<file path="src/rtl/mips_muldiv_unit.sv">
// Iterative MIPS multiply/divide unit: radix-2 shift-add multiply and restoring divide,
// results held in the architectural HI/LO registers, with MTHI/MTLO write access.
module mips_muldiv_unit #(
  parameter int unsigned DATA_WIDTH = 32
) (
  input  logic                  CLK,
  input  logic                  RST,
  input  logic                  START,
  input  logic [1:0]            OP,
  input  logic [DATA_WIDTH-1:0] SRC_A,
  input  logic [DATA_WIDTH-1:0] SRC_B,
  input  logic                  HI_WE,
  input  logic                  LO_WE,
  input  logic [DATA_WIDTH-1:0] WDATA,
  output logic                  BUSY,
  output logic                  DONE,
  output logic [DATA_WIDTH-1:0] HI,
  output logic [DATA_WIDTH-1:0] LO
);

  localparam int unsigned CntW = $clog2(DATA_WIDTH + 1);

  typedef enum logic [1:0] {StIdle, StCalc, StFix} state_e;

  state_e                state_q, state_d;
  logic [CntW-1:0]       cnt_q, cnt_d;
  logic [DATA_WIDTH:0]   acc_q, acc_d;
  logic [DATA_WIDTH-1:0] mq_q, mq_d;
  logic [DATA_WIDTH-1:0] b_q, b_d;
  logic                  is_div_q, is_div_d;
  logic                  neg_q, neg_d;
  logic                  rem_neg_q, rem_neg_d;
  logic                  div_zero_q, div_zero_d;
  logic [DATA_WIDTH-1:0] hi_q, hi_d;
  logic [DATA_WIDTH-1:0] lo_q, lo_d;
  logic                  busy_q, busy_d;
  logic                  done_q, done_d;

  logic                    is_signed;
  logic [DATA_WIDTH-1:0]   abs_a, abs_b;
  logic [DATA_WIDTH:0]     sum, shifted_rem;
  logic [2*DATA_WIDTH-1:0] prod;
  logic [DATA_WIDTH-1:0]   quot, rem;

  assign is_signed = ~OP[0];
  assign abs_a     = (is_signed && SRC_A[DATA_WIDTH-1]) ? -SRC_A : SRC_A;
  assign abs_b     = (is_signed && SRC_B[DATA_WIDTH-1]) ? -SRC_B : SRC_B;

  always_comb begin
    state_d     = state_q;
    cnt_d       = cnt_q;
    acc_d       = acc_q;
    mq_d        = mq_q;
    b_d         = b_q;
    is_div_d    = is_div_q;
    neg_d       = neg_q;
    rem_neg_d   = rem_neg_q;
    div_zero_d  = div_zero_q;
    hi_d        = hi_q;
    lo_d        = lo_q;
    busy_d      = busy_q;
    done_d      = 1'b0;
    sum         = {1'b0, acc_q[DATA_WIDTH-1:0]} + {1'b0, (mq_q[0] ? b_q : '0)};
    shifted_rem = {acc_q[DATA_WIDTH-1:0], mq_q[DATA_WIDTH-1]};
    prod        = {acc_q[DATA_WIDTH-1:0], mq_q};
    quot        = mq_q;
    rem         = acc_q[DATA_WIDTH-1:0];

    unique case (state_q)
      StIdle: begin
        if (START) begin
          is_div_d   = OP[1];
          neg_d      = is_signed & (SRC_A[DATA_WIDTH-1] ^ SRC_B[DATA_WIDTH-1]);
          rem_neg_d  = is_signed & SRC_A[DATA_WIDTH-1];
          div_zero_d = (SRC_B == '0);
          acc_d      = '0;
          mq_d       = abs_a;
          b_d        = abs_b;
          cnt_d      = '0;
          busy_d     = 1'b1;
          state_d    = StCalc;
        end else begin
          if (HI_WE) hi_d = WDATA;
          if (LO_WE) lo_d = WDATA;
        end
      end
      StCalc: begin
        if (is_div_q) begin
          // Restoring step: the quotient bit shifts in where the dividend bit left mq.
          if (shifted_rem >= {1'b0, b_q}) begin
            acc_d = shifted_rem - {1'b0, b_q};
            mq_d  = {mq_q[DATA_WIDTH-2:0], 1'b1};
          end else begin
            acc_d = shifted_rem;
            mq_d  = {mq_q[DATA_WIDTH-2:0], 1'b0};
          end
        end else begin
          acc_d = {1'b0, sum[DATA_WIDTH:1]};
          mq_d  = {sum[0], mq_q[DATA_WIDTH-1:1]};
        end
        cnt_d = cnt_q + 1'b1;
        if (cnt_q == CntW'(DATA_WIDTH - 1)) state_d = StFix;
      end
      StFix: begin
        if (is_div_q) begin
          // A zero divisor yields an all-ones quotient; the signed remainder restores SRC_A.
          lo_d = div_zero_q ? '1 : (neg_q ? -quot : quot);
          hi_d = rem_neg_q ? -rem : rem;
        end else begin
          {hi_d, lo_d} = neg_q ? -prod : prod;
        end
        done_d  = 1'b1;
        busy_d  = 1'b0;
        state_d = StIdle;
      end
      default: state_d = StIdle;
    endcase
  end

  always_ff @(posedge CLK) begin
    if (RST) begin
      state_q    <= StIdle;
      cnt_q      <= '0;
      acc_q      <= '0;
      mq_q       <= '0;
      b_q        <= '0;
      is_div_q   <= 1'b0;
      neg_q      <= 1'b0;
      rem_neg_q  <= 1'b0;
      div_zero_q <= 1'b0;
      hi_q       <= '0;
      lo_q       <= '0;
      busy_q     <= 1'b0;
      done_q     <= 1'b0;
    end else begin
      state_q    <= state_d;
      cnt_q      <= cnt_d;
      acc_q      <= acc_d;
      mq_q       <= mq_d;
      b_q        <= b_d;
      is_div_q   <= is_div_d;
      neg_q      <= neg_d;
      rem_neg_q  <= rem_neg_d;
      div_zero_q <= div_zero_d;
      hi_q       <= hi_d;
      lo_q       <= lo_d;
      busy_q     <= busy_d;
      done_q     <= done_d;
    end
  end

  assign BUSY = busy_q;
  assign DONE = done_q;
  assign HI   = hi_q;
  assign LO   = lo_q;

endmodule
</file>
<file path="config.mk">
export PLATFORM = sky130hd
export DESIGN_NAME = mips_muldiv_unit
export DESIGN_NICKNAME = d
export VERILOG_FILES = /design/src/rtl/mips_muldiv_unit.sv
export SDC_FILE = /design/constraint.sdc
export NUM_CORES = 1
export LEC_CHECK = 0
export ABC_AREA = 1
export BUFFER_PORTS_ARGS = -buffer_cell sky130_fd_sc_hd__buf_2
export CORE_MARGIN = 2
export CORE_UTILIZATION = 50
export CTS_CLUSTER_DIAMETER = 200
export DETAILED_ROUTE_END_ITERATION = 10
export PLACE_DENSITY = 0.7
export SYNTH_ARGS = -nofsm -noshare
export SYNTH_HDL_FRONTEND = slang
export SYNTH_SLANG_ARGS = --single-unit
</file>
<file path="constraint.sdc">
create_clock -name CLK -period 7 [get_ports CLK]
set_input_delay 0.35 -clock CLK [delete_from_list [all_inputs] [get_ports CLK]]
set_output_delay 0.35 -clock CLK [all_outputs]
set_load 0.02 [all_outputs]
</file>
Yosys cells after proc, flatten, opt, wreduce, memory -nomap -nowiden

Cells that the tools add are included.

Word-level logic and storage cells: 77
Input port bits: 103
Output and inout bits: 66
Bits in registers: 174

Order comparisons: 1
Equality and inequality tests: 8
Bitwise logic cells: 4
Muxes and demuxes: 31
Reduce and logical (&&, ||, !) cells: 12
$add $sub $neg: 8

Operators by type and width:

| kind                                           | count |
|---|---|
| two-way mux 32 bit                             | 17 |
| one-hot mux 32 bit (2 select lines)            | 4 |
| negator 32 bit                                 | 4 |
| two-way mux 64 bit                             | 1 |
| negator 64 bit                                 | 1 |
| adder 32 x 32 -> 33 bit                        | 1 |
| >= comparator 33 x 32 -> 1 bit                 | 1 |
| logical NOT 32 bit                             | 1 |
| subtractor 32 bit                              | 1 |
| one-hot mux 6 bit (2 select lines)             | 1 |
| != test 2 bit (second input constant)          | 5 |
| AND reduction 2 bit                            | 4 |
| adder 6 x 1 -> 6 bit (second input constant)   | 1 |
| == test 6 x 5 -> 1 bit (second input constant) | 1 |
| two-way mux 6 bit                              | 1 |
| AND reduction 3 bit                            | 2 |
| two-way mux 2 bit                              | 2 |
| one-hot mux 2 bit (2 select lines)             | 1 |
| nonzero test 2 bit                             | 2 |
| two-way mux 1 bit                              | 3 |
| AND 1 bit                                      | 2 |
| == test 2 x 1 -> 1 bit (second input constant) | 1 |
| == test 2 bit (second input constant)          | 1 |
| logical AND 1 bit                              | 2 |
| other kinds (4)                                | 4 |

Longest topological paths before layout

Gate-level depths: netlist of run 1.

Depth in word-level cells: 5
Gate-level depth with buffers: 20
Depth with buffers taken out: 18

Least setup slack after synthesis of run 1

OpenSTA, ideal clock, no wires.

Path kind: reg2reg
From: register mq_q[0]
To: register acc_q[31]
Setup time: 0.070 ns
Stages on the path, launching flop included: 19
Clock period less this slack: 2.465 ns
Arrival time: 2.395 ns
Slack: 4.535 ns
Required time: 6.930 ns
Path buffers: 2
Path through: dfxtp_1 > buf_2 > buf_1 > nand2_1 > inv_1 > ha_1 > inv_1 > fa_1 > o21ai_1 > inv_1 > o21ai_1 > nand3_1 > nand3_1 > nand2_1 > nand2_1 > nand2_1 > inv_1 > nand2_1 > a21oi_1

Word-level cells in the longest chain between the ends: 4

Ends and longest elaborated chain:

| element                             | RTL line | RTL |
|---|---|---|
| from (decl)                         | 28       | `logic [DATA_WIDTH-1:0] mq_q, mq_d;` |
| from (signal assigned)              | 139      | `mq_q <= mq_d;` |
| two-way mux 32 bit                  | 63       | `sum = {1'b0, acc_q[DATA_WIDTH-1:0]} + {1'b0, (mq_q[0] ? b_q : '0)};` |
| adder 32 x 32 -> 33 bit             | 63       |  |
| two-way mux 32 bit                  | 88       | `if (is_div_q) begin` |
| one-hot mux 32 bit (2 select lines) | 69       | `unique case (state_q)` |
| to (signal assigned)                | 124      | `acc_q <= '0;` |
| to (signal assigned)                | 138      | `acc_q <= acc_d;` |
| to (decl)                           | 27       | `logic [DATA_WIDTH:0] acc_q, acc_d;` |

No other way between the ends.
A chain may end at the register's enable or synchronous reset.

Final worst setup path of run 1

From: register acc_q[7]
To: register acc_q[16]

Word-level cells in the longest chain between the ends: 4
Elaborated cells on any way between the ends: 6
Classes of those cells: add/sub: 2; order compare: 1; mux: 3

Ends and longest elaborated chain:

| element                                                                    | RTL line | RTL |
|---|---|---|
| subtractor 32 bit / >= comparator 33 x 32 -> 1 bit (equally long branches) | 91, 90   |  |
| two-way mux 32 bit                                                         | 90       | `if (shifted_rem >= {1'b0, b_q}) begin` |
| two-way mux 32 bit (*)                                                     | 88       |  |
| one-hot mux 32 bit (2 select lines) (*)                                    | 69       |  |

Mark *: on every way between the ends. The rest lies on a longest branch, timed or not.

==> impl_metrics.py, run 1 <==
metrics = {
    "run_status": {
        "status": "completed",
    },
    "global_routing": {
        "gr-usage-met3_pct": 5.36,
        "met1_usage_pct": 46.0,
        "grt_max_degree": 70,
        "grt_most_used_layer": "met2",
        "track_usage_pct": 39.1,
        "grt_pass1_vias": 19639,
        "grt_overflow_total": 0,
        "grt_use_met2_pct": 67.3,
        "grt_pass1_wl_um": 108000,
        "antenna_found_initial": 0,
    },
    "logic_synthesis": {
        "ys_types": 54,
        "ys_ff_latch": 174,
        "ys_seq_area_share_pct": 20.5,
        "syn_nets": 3211,
        "synth_warnings": 0,
        "synth-async-reset-ratio_pct": 0,
        "synth_edf_count": 0,
        "synth_cells": 3037,
        "avgSynthCellArea_um2": 5.59,
        "yosys_most_used_dff": "dfxtp_1",
        "synth_area_um2": 17000,
    },
    "timing": {
        "fin_worst_skew_ps": 12.1,
        "rsz0062_at_grt": "false",
        "slew_violations": 0,
        "final.min_clock_period_ps": 3360,
        "setup_viol": 0,
        "fin_crit_sh_pct": 48.0,
        "finalHoldViolations": 0,
        "max_freq_ghz": 0.297,
        "relSlewSlack_pct": 14.8,
        "worst_pin_slew_ps": 1280,
        "setup_slack_ps": 3640,
        "timing.hold.ws_ps": 159,
        "setup_tns_ps": 0,
    },
    "critical_path": {
        "crit_type": "reg -> reg",
        "cp_top_family": "simple AND/OR/NAND/NOR gates",
        "cp_slowest_cell": "dfxtp_1",
        "cp_data_arrival_time_ps": 3690,
        "crit_buf_inv": 0,
        "worstPathCellList": "ha_1 > nand2_1 > nor2_1 > nand2_1 > nor2_1 > nand2_1 > nand2_1 > nor2_4 > nand2_4 > nor2_1 > nand2_1 > nand3_1 > a21oi_1",
        "crit_path_max_incr_delay_ps": 650,
        "path_common_cell": "nand2_1",
        "worstPathMaxFanout": 39,
        "end_kind": "flip-flop",
        "critPathLaunchType": "flip-flop",
        "cp.required_ps": 7330,
    },
    "drt": {
        "first_pass_iters": 6,
        "routed_wl_um": 70500,
        "drc_errors": 0,
        "drt-initial-drc-count": 2117,
        "ant_nets": 0,
        "vias": 21097,
        "vias_per_cell": 5.88,
        "wire_per_inst_um": 19.7,
    },
    "final_layout": {
        "stdcell_area_um2": 18700,
        "drive_gt1_share_pct": 8.64,
        "syn2layout_area_growth_pct": 9.78,
        "fin_nets": 3298,
        "fillers": 3625,
        "antenna_cells": 0,
    },
    "pwr": {
        "ir_drop_uv": 198,
        "p_leak_nw": 9.42,
        "p_per_area_nw_per_um2": 195,
        "p_total_mw": 3.64,
    },
    "floorplanning": {
        "die-area_um2": 35500,
        "pin_count": 169,
        "fp-row-count": 67,
        "design.core.area_um2": 33500,
        "fp.dieW_um": 188,
        "dieHeight_um": 188,
        "start_util_pct": 50.7,
    },
    "clock_tree": {
        "cts.clk_slew.worst_paths_ps": 80,
        "clock_path_buffers": 2,
        "cts_buffers": 17,
        "cts_tree": "done",
        "ctsHtreeMaxLevel": 4,
        "root_buffer": "clkbuf_16",
        "clock_sinks": 174,
        "clk-insertion-delay-late_ps": 480,
        "cts_resized": 0,
        "postCtsHoldBufs": 0,
        "cts_setup_buffers": 0,
    },
    "place": {
        "dpl_cell_area_um2": 18100,
        "pre_cts_slack_ps": 3730,
        "place.gp.congestion": 1.10,
        "place_hpwl_um": 55000,
        "io_buffers": 168,
    },
    "hold_path": {
        "hp-class": "in -> reg",
    },
    "run": {
        "max_cap_viol_count": 0,
    },
}
## report_power, final
| part | switching, mW | leakage [nW] | internal, mW |
|---|---|---|---|
| sequential | 0.120 | 1.43 | 1.07 |
| clock | 0.516 | 0.291 | 0.490 |
| combinational | 1.02 | 7.70 | 0.432 |
## worst register-to-register path: cells and delay by family (launching register included)
kind	cells	cell delay, ps
flip-flops	1	650
AND/OR/NAND/NOR	11	2130
adder cells (fa/ha/maj)	1	380
AO/OA/AOI/OAI	1	60
## synthesized netlist by cell type (all sizes together), types with 2 or more instances
library cell	number	area share [%]
a211oi	2	0.088
a21boi	6	0.27
a21o	5	0.22
a21oi	253	7.5
a221oi	4	0.21
a31oi	42	1.6
buf	29	0.89
clkbuf	89	2.0
clkinv	3	0.066
dfxtp	174	21
fa	2	0.24
ha	69	5.1
inv	424	9.4
nand2	865	19
nand3	274	8.2
nand3b	17	0.75
nand4	48	1.8
nor2	273	6.3
nor3	47	1.6
nor4	13	0.52
o2111ai	3	0.15
o211ai	9	0.40
o21a	2	0.088
o21ai	301	8.9
o21bai	14	0.62
o221ai	8	0.41
o41ai	2	0.10
or2	13	0.48
xnor2	6	0.31
xor2	35	1.8
## registers in the layout, summed over array words and instances (netlist names)
register	flops
LO	32
b_q	32
cnt_q	6
BUSY	1
state_q	2
HI	32
DONE	1
div_zero_q	1
acc_q	32
mq_q	32
rem_neg_q	1
neg_q	1
is_div_q	1
## layer usage
metal	part of all wire [%]	wire, um	vias to the layer above
met1	39	27200	9631
met5	0	0	-
met3	8.1	5690	255
met4	6.9	4840	0
li1	-	-	10128
met2	46	32800	1083
## path summary, 6_finish.rpt
path | endpoint | cells after the start | start | slack, ps
hold / removal | LO[16] | 3 | WDATA[16] | 160
setup / recovery | acc_q[16] | 13 | acc_q[7] | 3640
hold reg to reg | BUSY | 2 | BUSY | 460
setup reg to reg | acc_q[16] | 13 | acc_q[7] | 3640
## cell type report
type / count / area [um^2] / share of cell area [%]
multi-input cells: 2318 / 11400 / 61.3
repair buffers: 186 / 976 / 5.23
clock inverters: 14 / 161 / 0.865
well taps: 448 / 561 / 3.01
clock buffers: 18 / 439 / 2.35
inverters: 427 / 1600 / 8.60
flip-flops and latches: 174 / 3480 / 18.7
## logic make-up (layout without fill, tap and decap cells)
logic type | Yosys count | count (layout) | synth area share (%)
simple gates | 1552 | 1552 | 39.1
compound gates | 654 | 654 | 20.7
buf+inv | 545 | 645 | 12.3
flops | 174 | 174 | 20.5
fa+ha+maj | 71 | 71 | 5.32
xor+xnor | 41 | 41 | 2.11
## layout by cell type, fill, tap and decap left out, types with 18 or more instances in the layout
master	count
xor2_1	35
ha_1	69
inv_1	417
a21oi_1	252
nand3_1	271
buf_2	168
nand4_1	47
a31oi_1	41
nand2_1	858
o21ai_1	24
buf_4	18
nor2_1	262
nor3_1	41
o21ai_0	276
dfxtp_1	173
## stage by stage
stage / util, % / instances
after floorplan: - / 3037
after global routing: 55.6 / 3585
after global placement: 53.8 / 3553
final: 55.6 / 3585
after CTS: 55.6 / 3585
after detailed placement: 53.8 / 3553
No activity file was read; power rests on OpenSTA's default activity.
==> run 2: changes to the inputs <==
- ABC_AREA: 1 -> 0
- PLACE_DENSITY: 0.7 -> 0.74
- clock period: 7 -> 2.96 ns (I/O delays scaled with it)
==> impl_metrics.py, run 2 <==
metrics = {
    "run_status": {
        "status": "finished, violations left",
        "violations": "negative hold slack, negative setup slack",
    },
    "drt": {
        "ant_nets": 0,
        "vias_per_cell": 6.21,
        "vias": 16119,
        "first_pass_iters": 8,
        "drt-initial-drc-count": 1657,
        "wire_per_inst_um": 21.2,
        "drc_errors": 0,
        "routed_wl_um": 55000,
    },
    "logic_synthesis": {
        "syn_nets": 2040,
        "ys_seq_area_share_pct": 24.6,
        "yosys_most_used_dff": "dfxtp_1",
        "post-synth-top-count-cell": "nor2_1",
        "synth-async-reset-ratio_pct": 0,
        "ys_types": 83,
        "synth_edf_count": 0,
        "synth_top_cell_by_area": "dfxtp_1",
        "synthTopCellsByArea": "dfxtp_1 (25%), a211oi_1 (6.9%), xnor2_1 (6.2%), ha_1 (6.1%), a21oi_1 (6.1%)",
        "synth_warnings": 0,
        "synth_commonest_cells": "nor2_1 (194), dfxtp_1 (174), a21oi_1 (172)",
        "ys_ff_latch": 174,
        "synth_area_um2": 14200,
        "yosysTopAreaCellShare_pct": 24.6,
        "avgSynthCellArea_um2": 7.59,
        "synth_cells": 1866,
    },
    "place": {
        "io_buffers": 168,
        "dp_cells": 2534,
        "pre_cts_slack_ps": -272,
        "place_hpwl_um": 41500,
        "place.gp.congestion": 1.04,
    },
    "critical_path": {
        "reg2reg_setup_slack_ps": -90,
        "critPathLaunchType": "flip-flop",
        "worstPathMaxFanout": 7,
        "r2r-start": "mq_q[0]",
        "cp_slowest_cell": "or3_4",
        "end_kind": "flip-flop",
        "worstReg2RegEnd": "acc_q[27]",
        "r2r_cells": 13,
        "crit_type": "reg -> reg",
        "crit_path_max_incr_delay_ps": 420,
        "cp_data_arrival_time_ps": 3390,
        "cp.required_ps": 3300,
        "worstPathCellList": "inv_6 > buf_12 > nor2_4 > ha_4 > a21o_1 > a211o_1 > o2111ai_4 > a21oi_2 > o211a_1 > or3_4 > a221oi_4 > xor2_1 > o21ai_1",
    },
    "floorplanning": {
        "pin_count": 169,
        "start_util_pct": 50.9,
        "die-area_um2": 29700,
        "fp.dieW_um": 172,
        "dieHeight_um": 172,
        "fp-row-count": 61,
        "design.core.area_um2": 27900,
    },
    "timing": {
        "setup_viol": 6,
        "rsz0062_at_grt": "true",
        "fin_worst_skew_ps": 17.8,
        "timing.hold.ws_ps": -2.60,
        "slew_violations": 0,
        "setup_slack_ps": -92.5,
        "max_freq_ghz": 0.328,
        "fin_crit_sh_pct": 103,
        "final.min_clock_period_ps": 3050,
        "setup_tns_ps": -247,
        "relSlewSlack_pct": 37.5,
        "worst_pin_slew_ps": 935,
        "finalHoldViolations": 1,
    },
    "hold_path": {
        "min_from": "SRC_B[26]",
        "hp-class": "in -> reg",
        "min_to": "b_q[26]",
        "hold_path_depth": 3,
    },
    "clock_tree": {
        "ctsHtreeMaxLevel": 4,
        "root_buffer": "clkbuf_16",
        "clock_sinks": 174,
        "cts_tree": "done",
        "cts.clk_slew.worst_paths_ps": 90,
        "clk-insertion-delay-late_ps": 460,
        "cts_buffers": 17,
        "clock_path_buffers": 2,
    },
    "final_layout": {
        "fin_cells": 2594,
        "final_cell_mix": "buf_4 (262), nor2_1 (184), buf_2 (167), nand2_1 (160), dfxtp_1 (157)",
        "syn2layout_area_growth_pct": 32.4,
        "regArea_um2": 3510,
        "fillers": 2335,
        "multi_input_area_um2": 10800,
        "layout_commonest_cell": "buf_4",
        "drive_gt1_share_pct": 29.9,
        "fin_util_pct": 67.3,
        "fin_nets": 2376,
    },
    "global_routing": {
        "grt_max_degree": 68,
        "grt_pass1_vias": 14849,
        "track_usage_pct": 35.5,
        "grt_overflow_total": 0,
        "antenna_found_initial": 1,
        "grt_pass1_wl_um": 81400,
    },
    "pwr": {
        "p_int_mw": 4.89,
        "ir_drop_uv": 382,
        "power_frac_seq_pct": 32.9,
        "p_per_area_nw_per_um2": 425,
        "combPwrFrac_pct": 36.2,
        "p_sw_mw": 3.07,
        "p_leak_nw": 7.81,
        "switching_share_pct": 38.6,
        "p_clk_share_pct": 30.9,
    },
    "run": {
        "max_cap_viol_count": 0,
    },
}
[run 2: power groups by stage]
stage	Combinational (mW)	Clock, mW	Sequential (mW)
final	2.89	2.46	2.62
after global routing	3.08	2.54	2.64
after CTS	2.57	2.46	2.61
after detailed placement	2.48	0	2.66
after global placement	2.45	0	2.65
after floorplan	1.49	0	2.68
[run 2: per-layer routing]
metal | global-route usage [%] | share of wire, % | vias to the layer above | routed length, um
li1 | - | - | 7551 | -
met1 | 45.2 | 40 | 7519 | 22200
met2 | 58.4 | 46 | 867 | 25200
met3 | 4.46 | 8.1 | 182 | 4480
met4 | 19.0 | 5.8 | 0 | 3180
met5 | 0 | 0 | - | 0
[run 2: cell type report]
class,instances,area share (%)
multi-input combinational,1497,57.5
sequential,174,18.7
timing repair buffer,447,16.5
tap,378,2.52
clock buffer,17,2.27
inverter,65,1.33
clock inverter,15,1.11
antenna,1,0.0133
[run 2: stage by stage]
stage | power (mW) | hold WS (ps) | area, um^2
floorplan | 4.17 | 284 | 14200
global route | 8.26 | 21.8 | 18800
CTS | 7.64 | 3.01 | 17900
global placement | 5.10 | 421 | 16900
finish | 7.97 | -2.60 | 18800
detailed placement | 5.14 | 417 | 16900
[run 2: logic make-up (layout without fill, tap and decap cells)]
family | count (synthesis) | count (layout) | synth area share (%)
buffers and inverters | 195 | 544 | 5.78
adders and majority gates | 71 | 71 | 6.38
other | 0 | 1 | 0
AOI/OAI and AO/OA | 607 | 607 | 28.6
DFF | 174 | 174 | 24.6
muxes | 72 | 72 | 5.11
xor gates and xnor gates | 163 | 163 | 10.1
and+or+nand+nor | 584 | 584 | 19.5
[run 2: worst max path at each step]
stage	startpoint	endpoint	slack, ps	cells after the start
after detailed placement	mq_q[0]	acc_q[28]	-270	14
final	mq_q[0]	acc_q[27]	-90	13
after floorplan	mq_q[22]	HI[7]	-10	10
after global placement	mq_q[0]	acc_q[20]	-230	14
after CTS	mq_q[22]	HI[7]	-90	9
after global routing	mq_q[0]	acc_q[27]	-190	13
[run 2: critical path: cells and delay by family, from the launching register on]
family	cells	cell delay, ps
XOR/XNOR	1	180
buffers and inverters	2	190
adder cells (fa/ha/maj)	1	210
AND/OR/NAND/NOR	2	520
AO/OA/AOI/OAI	7	1460
flip-flops	1	380
[run 2: repair_timing]
| item | 4_1_cts | 5_1_grt |
|---|---|---|
| gates cloned | 1 | 2 |
| buffers inserted | 9 | 17 |
| resized for setup | 64 | 146 |
| hold endpoints to repair | 1 | 0 |
| endpoints found under the setup margin | 50 | 57 |
| pin swaps | 45 | 75 |
| hold buffers | 1 | 0 |
